$ cat src/rtl/mult_share_sched_if.sv
// Requester and response handshake bundle for mult_share_sched.
// master: requesters/consumer side, slave: scheduler side.
interface mult_share_sched_if #(
  parameter int NUM_REQ = 4
);
  localparam int ID_W = $clog2(NUM_REQ);

  logic [NUM_REQ-1:0]     req_valid;
  logic [NUM_REQ-1:0]     req_ready;
  logic [NUM_REQ*128-1:0] req_x;
  logic                   rsp_valid;
  logic                   rsp_ready;
  logic [ID_W-1:0]        rsp_id;
  logic [383:0]           rsp_p;

  modport master (
    output req_valid,
    output req_x,
    output rsp_ready,
    input  req_ready,
    input  rsp_valid,
    input  rsp_id,
    input  rsp_p
  );

  modport slave (
    input  req_valid,
    input  req_x,
    input  rsp_ready,
    output req_ready,
    output rsp_valid,
    output rsp_id,
    output rsp_p
  );
endinterface

$ cat src/rtl/mult_share_sched.sv
// Round-robin sharing of one fixed-latency multiplier, credit-gated response FIFO.
// Optional latency checker: define MULT_SHARE_SCHED_LAT_CHECK_EN to add lat_err.
module mult_share_sched #(
  parameter int NUM_REQ    = 4,
  parameter int MUL_LAT    = 10,
  parameter int FIFO_DEPTH = 4
) (
  input  logic                clock,
  input  logic                reset,
  mult_share_sched_if.slave   bus,
  output logic                mul_in_valid,
  output logic [127:0]        mul_X,
  output logic [64:0]         mul_X1X0,
  input  logic [383:0]        mul_P,
  input  logic                mul_out_valid,
`ifdef MULT_SHARE_SCHED_LAT_CHECK_EN
  output logic                lat_err,
`endif
  output logic                busy
);

  localparam int ID_W = $clog2(NUM_REQ);
  localparam int PW   = $clog2(FIFO_DEPTH);
  localparam int CW   = $clog2(FIFO_DEPTH + MUL_LAT + 2) + 1;

  localparam logic [ID_W:0] NREQ    = (ID_W+1)'(NUM_REQ);
  localparam logic [CW-1:0] DEPTH_C = CW'(FIFO_DEPTH);

  logic [ID_W-1:0] r_rr;
  logic [MUL_LAT:0] r_vld;
  logic [ID_W-1:0] r_id [MUL_LAT+1];
  logic [127:0]    r_x;
  logic [64:0]     r_x1x0;

  logic [PW-1:0]   r_wp;
  logic [PW-1:0]   r_rp;
  logic [PW:0]     r_cnt;
  logic [383:0]    r_mem_p  [FIFO_DEPTH];
  logic [ID_W-1:0] r_mem_id [FIFO_DEPTH];

  logic [CW-1:0]      w_infl;
  logic [CW-1:0]      w_used;
  logic               w_credit;
  logic [ID_W:0]      w_idx;
  logic [ID_W-1:0]    w_g;
  logic               w_found;
  logic               w_xfer;
  logic [NUM_REQ-1:0] w_gnt;
  logic [ID_W-1:0]    w_nxt_rr;
  logic [127:0]       w_op;
  logic [64:0]        w_fold;
  logic               w_push;
  logic               w_pop;
  logic               w_rsp_valid;

  // Stage 0 of the tag pipe is the issue register itself.
  always_comb begin
    w_infl = '0;
    for (int k = 0; k <= MUL_LAT; k++) begin
      w_infl = w_infl + CW'(r_vld[k]);
    end
  end

  assign w_used   = CW'(r_cnt) + w_infl;
  assign w_credit = w_used < DEPTH_C;

  always_comb begin
    w_found = 1'b0;
    w_g     = '0;
    w_idx   = '0;
    for (int k = 0; k < NUM_REQ; k++) begin
      w_idx = {1'b0, r_rr} + (ID_W+1)'(k);
      if (w_idx >= NREQ) begin
        w_idx = w_idx - NREQ;
      end
      if (!w_found && bus.req_valid[w_idx[ID_W-1:0]]) begin
        w_found = 1'b1;
        w_g     = w_idx[ID_W-1:0];
      end
    end
  end

  assign w_xfer   = w_found & w_credit;
  assign w_gnt    = w_xfer ? (NUM_REQ'(1) << w_g) : '0;
  assign w_nxt_rr = ({1'b0, w_g} == NREQ - 1'b1) ? '0 : w_g + 1'b1;
  assign w_op     = bus.req_x[{w_g, 7'd0} +: 128];
  assign w_fold   = {1'b0, w_op[127:64]} + {1'b0, w_op[63:0]};

  assign bus.req_ready = w_gnt;

  always_ff @(posedge clock or negedge reset) begin
    if (!reset) begin
      r_rr   <= '0;
      r_vld  <= '0;
      r_x    <= '0;
      r_x1x0 <= '0;
      for (int k = 0; k <= MUL_LAT; k++) begin
        r_id[k] <= '0;
      end
    end else begin
      r_vld   <= {r_vld[MUL_LAT-1:0], w_xfer};
      r_id[0] <= w_g;
      for (int k = 1; k <= MUL_LAT; k++) begin
        r_id[k] <= r_id[k-1];
      end
      if (w_xfer) begin
        r_x    <= w_op;
        r_x1x0 <= w_fold;
        r_rr   <= w_nxt_rr;
      end
    end
  end

  // Credits guarantee a free slot for every returning product.
`ifdef MULT_SHARE_SCHED_LAT_CHECK_EN
  assign w_push = mul_out_valid & r_vld[MUL_LAT];
`else
  assign w_push = mul_out_valid;
`endif

  assign w_rsp_valid = r_cnt != '0;
  assign w_pop       = w_rsp_valid & bus.rsp_ready;

  always_ff @(posedge clock or negedge reset) begin
    if (!reset) begin
      r_wp  <= '0;
      r_rp  <= '0;
      r_cnt <= '0;
      for (int k = 0; k < FIFO_DEPTH; k++) begin
        r_mem_p[k]  <= '0;
        r_mem_id[k] <= '0;
      end
    end else begin
      if (w_push) begin
        r_mem_p[r_wp]  <= mul_P;
        r_mem_id[r_wp] <= r_id[MUL_LAT];
        r_wp           <= r_wp + 1'b1;
      end
      if (w_pop) begin
        r_rp <= r_rp + 1'b1;
      end
      case ({w_push, w_pop})
        2'b10:   r_cnt <= r_cnt + 1'b1;
        2'b01:   r_cnt <= r_cnt - 1'b1;
        default: r_cnt <= r_cnt;
      endcase
    end
  end

`ifdef MULT_SHARE_SCHED_LAT_CHECK_EN
  logic r_lat_err;

  always_ff @(posedge clock or negedge reset) begin
    if (!reset) begin
      r_lat_err <= 1'b0;
    end else if (mul_out_valid != r_vld[MUL_LAT]) begin
      r_lat_err <= 1'b1;
    end
  end

  assign lat_err = r_lat_err;
`endif

  assign bus.rsp_valid = w_rsp_valid;
  assign bus.rsp_id    = r_mem_id[r_rp];
  assign bus.rsp_p     = r_mem_p[r_rp];
  assign mul_in_valid  = r_vld[0];
  assign mul_X         = r_x;
  assign mul_X1X0      = r_x1x0;
  assign busy          = (|r_vld) | w_rsp_valid;

endmodule

$ cat src/flat_wrapper.sv
// flat-port wrapper written by rule: the top's interface ports become plain ports
module mult_share_sched_flat 
#(
  parameter int NUM_REQ    = 4,
  parameter int MUL_LAT    = 10,
  parameter int FIFO_DEPTH = 4
)
  (clock, reset, mul_in_valid, mul_X, mul_X1X0, mul_P, mul_out_valid, busy, bus_req_valid, bus_req_x, bus_rsp_ready, bus_req_ready, bus_rsp_valid, bus_rsp_id, bus_rsp_p);
  mult_share_sched_if #(.NUM_REQ(NUM_REQ)) bus_i ();
  input  logic clock;
  input  logic reset;
  output logic mul_in_valid;
  output logic [127:0] mul_X;
  output logic [64:0] mul_X1X0;
  input  logic [383:0] mul_P;
  input  logic mul_out_valid;
  output logic busy;
  input wire logic [$bits(bus_i.req_valid)-1:0] bus_req_valid;
  input wire logic [$bits(bus_i.req_x)-1:0] bus_req_x;
  input wire logic [$bits(bus_i.rsp_ready)-1:0] bus_rsp_ready;
  output wire logic [$bits(bus_i.req_ready)-1:0] bus_req_ready;
  output wire logic [$bits(bus_i.rsp_valid)-1:0] bus_rsp_valid;
  output wire logic [$bits(bus_i.rsp_id)-1:0] bus_rsp_id;
  output wire logic [$bits(bus_i.rsp_p)-1:0] bus_rsp_p;
  assign bus_i.req_valid = bus_req_valid;
  assign bus_i.req_x = bus_req_x;
  assign bus_i.rsp_ready = bus_rsp_ready;
  assign bus_req_ready = bus_i.req_ready;
  assign bus_rsp_valid = bus_i.rsp_valid;
  assign bus_rsp_id = bus_i.rsp_id;
  assign bus_rsp_p = bus_i.rsp_p;
  mult_share_sched #(.NUM_REQ(NUM_REQ), .MUL_LAT(MUL_LAT), .FIFO_DEPTH(FIFO_DEPTH)) u_core (.clock(clock), .reset(reset), .bus(bus_i), .mul_in_valid(mul_in_valid), .mul_X(mul_X), .mul_X1X0(mul_X1X0), .mul_P(mul_P), .mul_out_valid(mul_out_valid), .busy(busy));
endmodule
$ cat config.mk
export PLATFORM = sky130hd
export DESIGN_NAME = mult_share_sched_flat
export DESIGN_NICKNAME = d
export VERILOG_FILES = /design/src/rtl/mult_share_sched_if.sv /design/src/rtl/mult_share_sched.sv /design/src/flat_wrapper.sv
export SDC_FILE = /design/constraint.sdc
export NUM_CORES = 2
export LEC_CHECK = 0
export ABC_CLOCK_PERIOD_IN_PS = 5700
export CELL_PAD_IN_SITES_DETAIL_PLACEMENT = 0
export CELL_PAD_IN_SITES_GLOBAL_PLACEMENT = 2
export CORE_AREA = 2 2 579 581
export CTS_CLUSTER_SIZE = 8
export DETAILED_ROUTE_END_ITERATION = 8
export DIE_AREA = 0 0 581 583
export DONT_BUFFER_PORTS = 1
export GPL_ROUTABILITY_DRIVEN = 0
export PLACE_DENSITY = 0.57
export SLEW_MARGIN = 5
export SYNTH_ARGS = -nofsm -noshare
export SYNTH_HDL_FRONTEND = slang
export SYNTH_SLANG_ARGS = --single-unit
$ cat constraint.sdc
create_clock -name clock -period 5.7 [get_ports clock]
set_input_delay 1.14 -clock clock [delete_from_list [all_inputs] [get_ports clock]]
set_output_delay 1.14 -clock clock [all_outputs]
set_load 0.03 [all_outputs]
; Yosys cells after proc, flatten, opt, wreduce, memory -nomap -nowiden
; Index checks and enable logic that the tools add are counted.
; W data, S select, Z words.
[word_totals]
ff_bits = 1779
in_bits = 904
output_inout_bits = 586
word_cells = 117
[classes]
add_sub_neg = 24
n_lt_le_gt_ge = 12
eq_ne = 3
shift = 2
n_mux = 35
bitwise_logic = 5
n_reduce_logical = 10
[op_table]
columns = op, n
row1 = $bwmux W1536, 1
row2 = $mux W384, 3
row3 = $bmux W384 S2, 1
row4 = $demux W384 S2, 1
row5 = $shiftx A512 B10 Y128, 1
row6 = $add A64 B64 Y65, 1
row7 = $add A5 B1 Y5, 9
row8 = $mux W2, 12
row9 = $ge A3 B3 Y1 const B, 5
row10 = $lt A2 B3 Y1 const B, 4
row11 = $reduce_or A11 Y1, 1
row12 = $bmux W1 S2, 4
row13 = $bwmux W8, 1
row14 = $mux W1, 8
row15 = $sub A2 B1 Y2 const B, 4
row16 = $add A2 B1 Y2 const B, 3
row17 = $add A2 B2 Y3 const B, 2
row18 = $not A2 Y3, 2
row19 = $pmux W3 S2, 1
row20 = $add A3 B5 Y5, 1
row21 = $lt A5 B3 Y1 const B, 1
row22 = $bmux W2 S2, 1
row23 = $demux W2 S2, 1
row24 = $eq A2 B2 Y1 const B, 2
row25 = 15 further kinds, 21

; Depth between registers and ports, before layout
[logic_depth]
word_depth = 16
depth_mapped = 27
mapped_depth_nobuf = 22

; Worst setup path before layout
; No wires, ideal clock.
[synth_path]
path_kind = input-to-reg
start = input port bus_req_valid[1]
end = register u_core.r_x1x0[63], in the netlist u_core.mul_X1X0[63]
setup_ns = 0.145
arrival_time_ns = 6.568
required_time_ns = 5.555
path_slack_ns = -1.013
path_stages = 25
path_buffers = 6
path_cell_list = mux2_2 -> o221a_4 -> inv_2 -> buf_6 -> buf_4 -> buf_2 -> clkbuf_1 -> clkbuf_1 -> clkbuf_1 -> nand2_1 -> a31oi_1 -> ha_1 -> a211oi_1 -> o21bai_1 -> a21oi_1 -> o311ai_0 -> maj3_2 -> and4_4 -> a211oi_4 -> nand2b_1 -> o21ai_1 -> a221o_1 -> a221o_1 -> o311ai_0 -> o211ai_1
[synth_between]
elab_chain_len = 14
word_cells_on_any_way = 25
cone_classes = add/sub (1) / shift (1) / mux (16) / bitwise (1) / reduce/logical (6)
[synth_rtl]
columns = item, line_no
row1 = start: declaration, flat_wrapper.sv:18  ; input wire logic [$bits(bus_i.req_valid)-1:0] bus_req_valid;
row2 = $bmux W1 S2, mult_share_sched.sv:76  ; if (!w_found && bus.req_valid[w_idx[ID_W-1:0]]) begin
row3 = $mux W1 (not written as such), mult_share_sched.sv:76
row4 = $mux W1, mult_share_sched.sv:76
row5 = $logic_not A1 Y1, mult_share_sched.sv:76
row6 = $logic_and A1 B1 Y1, mult_share_sched.sv:76
row7 = $mux W1, mult_share_sched.sv:76
row8 = $logic_not A1 Y1, mult_share_sched.sv:76
row9 = $logic_and A1 B1 Y1, mult_share_sched.sv:76
row10 = $mux W1, mult_share_sched.sv:76
row11 = $logic_not A1 Y1, mult_share_sched.sv:76
row12 = $logic_and A1 B1 Y1, mult_share_sched.sv:76
row13 = $mux W2 *, mult_share_sched.sv:76
row14 = $shiftx A512 B10 Y128 *, mult_share_sched.sv:86  ; assign w_op = bus.req_x[{w_g, 7'd0} +: 128];
row15 = named net u_core.w_op[72], mult_share_sched.sv:50  ; logic [127:0] w_op;
row16 = $add A64 B64 Y65 *, mult_share_sched.sv:87  ; assign w_fold = {1'b0, w_op[127:64]} + {1'b0, w_op[63:0]};
row17 = end signal: assignment, mult_share_sched.sv:108  ; r_x1x0 <= w_fold;
row18 = end: declaration, mult_share_sched.sv:33  ; logic [64:0] r_x1x0;
; The timed path passes the listed nets; every way through them passes the cells marked *. The select of a mux whose other input is x is not followed.
; A chain may end at the register's enable or synchronous reset.

; Final worst setup path
[layout_path]
start = register u_core.r_rr[1]
end = register u_core.r_x1x0[63], in the netlist u_core.mul_X1X0[63]
[layout_between]
elab_chain_len = 16
word_cells_on_any_way = 40
cone_classes = add/sub (8) / order compare (4) / shift (1) / mux (20) / bitwise (1) / reduce/logical (6)
[layout_rtl]
columns = item, line_no
row1 = start: declaration, mult_share_sched.sv:29  ; logic [ID_W-1:0] r_rr;
row2 = start signal: assignment, mult_share_sched.sv:109  ; r_rr <= w_nxt_rr;
row3 = branches (longest 13 deep; another with $add A2 B1 Y3), --
row4 = $mux W2 *, mult_share_sched.sv:76
row5 = $shiftx A512 B10 Y128 *, mult_share_sched.sv:86
row6 = named net u_core.w_op[4], mult_share_sched.sv:50
row7 = $add A64 B64 Y65 *, mult_share_sched.sv:87
; Mark *: on every way through the listed nets, which the timed path passes. The select of a mux whose other input is x is not followed.

==> metrics <==
CTS H-tree lvls=5; Buf+Inv Stages, Crit Path=3; CTS Buffer Depth=4; drt first pass iters=5; average routed wire per standard cell=around 30 um; fin nets=about 7300; status=completed; Mapped Nets=~7000; clk root buf=clkbuf_16; synth cell count leaders=dfrtp_1, mux2_2, nand2_1; fin crit share=0.976; WL final=around 330 mm; met3 wire len=between 20 and 30 mm; CTS tree=yes; die area=0.339 mm2; Crit. End Element=register; WL met2=166 mm; placed cell count=~10000; RSZ-0062 raised after global routing=true; Ports=between 1000 and 1500; CP required=6440 ps; overall routing resource usage=0.186; crit path launch type=register; worst path cell trace=mux2_2, o221a_4, buf_12, buf_12, nand2_1, and3_1, a31oi_1, ha_1, buf_4, o211ai_1, a21oi_1, a21oi_2, o311ai_2, maj3_2, and4_4, a211oi_4, nand2b_4, o21ai_1, a221o_1, a221o_1, o31a_1, o211ai_1; sum of negative setup slack=0 ps; number of vias per cell=4.81; DRC violations left=0; Detailed Place HPWL=around 240 mm; Synth Instances=6007; slowest CP cell=dfrtp_2; Yosys cell types=68; Crit path depth=22; Top FF cell, synth=dfrtp_1; R2R cell count=22; worst hold path type=in -> async; worst path arrival time=roughly 6300 ps; Ys Warns=0; grt total ovfl=0; Async SR Flop Fraction=1.00; DIE WIDTH=just under 600 um; Seq. cell area=about 0.045 mm2; die height=between 500 and 600 um; initial antenna violation count=60; Synth top area share=0.539; maxcap violations=0; Slew Limit Fails=0; post-route ant nets=0; mean area per synthesized cell=between 10 and 15 um2; CTS Sinks=~1800; sequential share of the synthesized area=0.539; share of cells above drive strength 1=0.435; Slew HR=0.256; Hold Fails Final Rpt=0; vias in the first global route=approximately 56000; Synth Cell Area=between 0.08 and 0.09 mm2; Crit Path Class=reg -> reg; # setup viols final=0; synth top area cells=dfrtp_1, mux2_2, mux4_2; Layout Skew=roughly 70 ps; slowest stage delay, CP=~440 ps; Starting Density=0.248; DRT iter0 DRCs=about 2600; met1 WL=~120 mm; Clock Pin Slew Worst Setup and Hold Paths=approximately 50 ps; Yosys top cell by area=dfrtp_1; area grow syn2layout=19.6%; r2r setup slk=140 ps; number of synthesized flops with an enable pin=0; Inserted Clock Buffers=between 200 and 300; Worst-Margin Slew=1120 ps; minimum clock period=5560 ps; core area=0.332 mm2; Finished Layout Cells=roughly 11000; cell family with most CP delay=compound AO/OA/AOI/OAI gates; synthesis-stage register bit count=roughly 1800; Multi-input gate area=roughly 0.037 mm2; Port-buffer cells=0; pin count of the biggest net entering global routing=~230; Top Metal Used=met5; count leader, synth=dfrtp_1; via count=51938; fillers=33550; first-pass GRT wire length=approximately 450 mm; worst-path fanout max=16; Clock Latency Late Sink=slightly below 900 ps; row cnt=212; FMAX=~180 MHz
## cell type report
type                    count  share of cell area
flip-flops and latches   1779               0.451
multi-input cells        3783               0.372
clock buffers             280              0.0694
well taps                4387              0.0556
repair buffers            462              0.0448
clock inverters            26             0.00423
inverters                  45             0.00199
diodes                     38            0.000964
repair inverters            1           0.0000887
## layout by cell type, fill, tap and decap left out, types with 43 or more instances in the layout
master | netlist | layout
o21ai_0 | 102 | 95
buf_12 | 0 | 44
and3_1 | 122 | 122
xor2_1 | 45 | 45
a21oi_1 | 63 | 59
mux2i_1 | 43 | 43
buf_4 | 3 | 391
a31oi_1 | 124 | 100
nand2_1 | 950 | 946
mux2_2 | 1547 | 1547
dfrtp_1 | 1779 | 1776
mux4_2 | 386 | 386
a21o_1 | 44 | 44
ha_1 | 79 | 77
clkbuf_16 | 0 | 274
xnor2_1 | 56 | 56
## worst register-to-register path: cells and delay by family (launching register included)
family | cells | cell delay, ps
adders and majority gates | 2 | 660
AOI/OAI and AO/OA | 12 | 2980
DFF | 1 | 440
muxes | 1 | 250
buffers and inverters | 3 | 570
and+or+nand+nor | 4 | 630
## repair_timing
item / in CTS / in global routing
setup endpoints to repair: 448 / 223
cloned: 3 / 5
pin swaps: 5 / 8
buffers inserted: 8 / 2
hold endpoints to repair: 1 / 0
gates resized for setup: 26 / 45
hold buffers: 1 / 0
## metal layers
layer / GRT usage / vias to the layer above
li1: - / 22362
met4: 0.0724 / 40
met1: 0.196 / 27525
met5: 0 / -
met3: 0.0735 / 452
met2: 0.332 / 1559
## through the flow
stage                     area, um2   util  setup WS, ps  hold WS [ps]
final                         98700  0.297           138           229
after global routing          98700  0.297         -63.4           229
after global placement        90700  0.273         -1680           339
after CTS                     98300  0.296          8.04           209
after detailed placement      90700  0.273         -2000           336
after floorplan               82700      -          -159           331
## state kept, by name (all words and copies together), names as in the netlist
signal / flops
u_core.r_mem_p: 1536
u_core.mul_X: 128
u_core.mul_X1X0: 65
u_core.r_id: 22
u_core.r_vld: 11
u_core.r_mem_id: 8
u_core.r_cnt: 3
u_core.r_rp: 2
u_core.r_rr: 2
u_core.r_wp: 2
## final timing paths
path                                       startpoint                          endpoint
min reg2reg                  u_core.r_id[3]$_DFF_PN0_          u_core.r_id[1]$_DFF_PN0_
min                                             reset  u_core.r_mem_p[1123]$_DFFE_PN0P_
max reg2reg                u_core.r_rr[1]$_DFFE_PN0P_   u_core.mul_X1X0[63]$_DFFE_PN0P_
max in group asynchronous                       reset   u_core.r_mem_p[183]$_DFFE_PN0P_
min in group clock           u_core.r_id[3]$_DFF_PN0_          u_core.r_id[1]$_DFF_PN0_
max                        u_core.r_rr[1]$_DFFE_PN0P_   u_core.mul_X1X0[63]$_DFFE_PN0P_
## kinds of logic after synthesis
group / count (synthesis) / synth area share
muxes: 1978 / 0.322
DFF: 1779 / 0.539
and+or+nand+nor: 1198 / 0.0610
buffers and inverters: 445 / 0.0207
AOI/OAI and AO/OA: 417 / 0.0320
xor gates and xnor gates: 102 / 0.0109
adders and majority gates: 88 / 0.0141
Power is left out: the tool's default activity adds up to more than one toggle a clock period on the data nets, which glitch-free logic cannot reach.
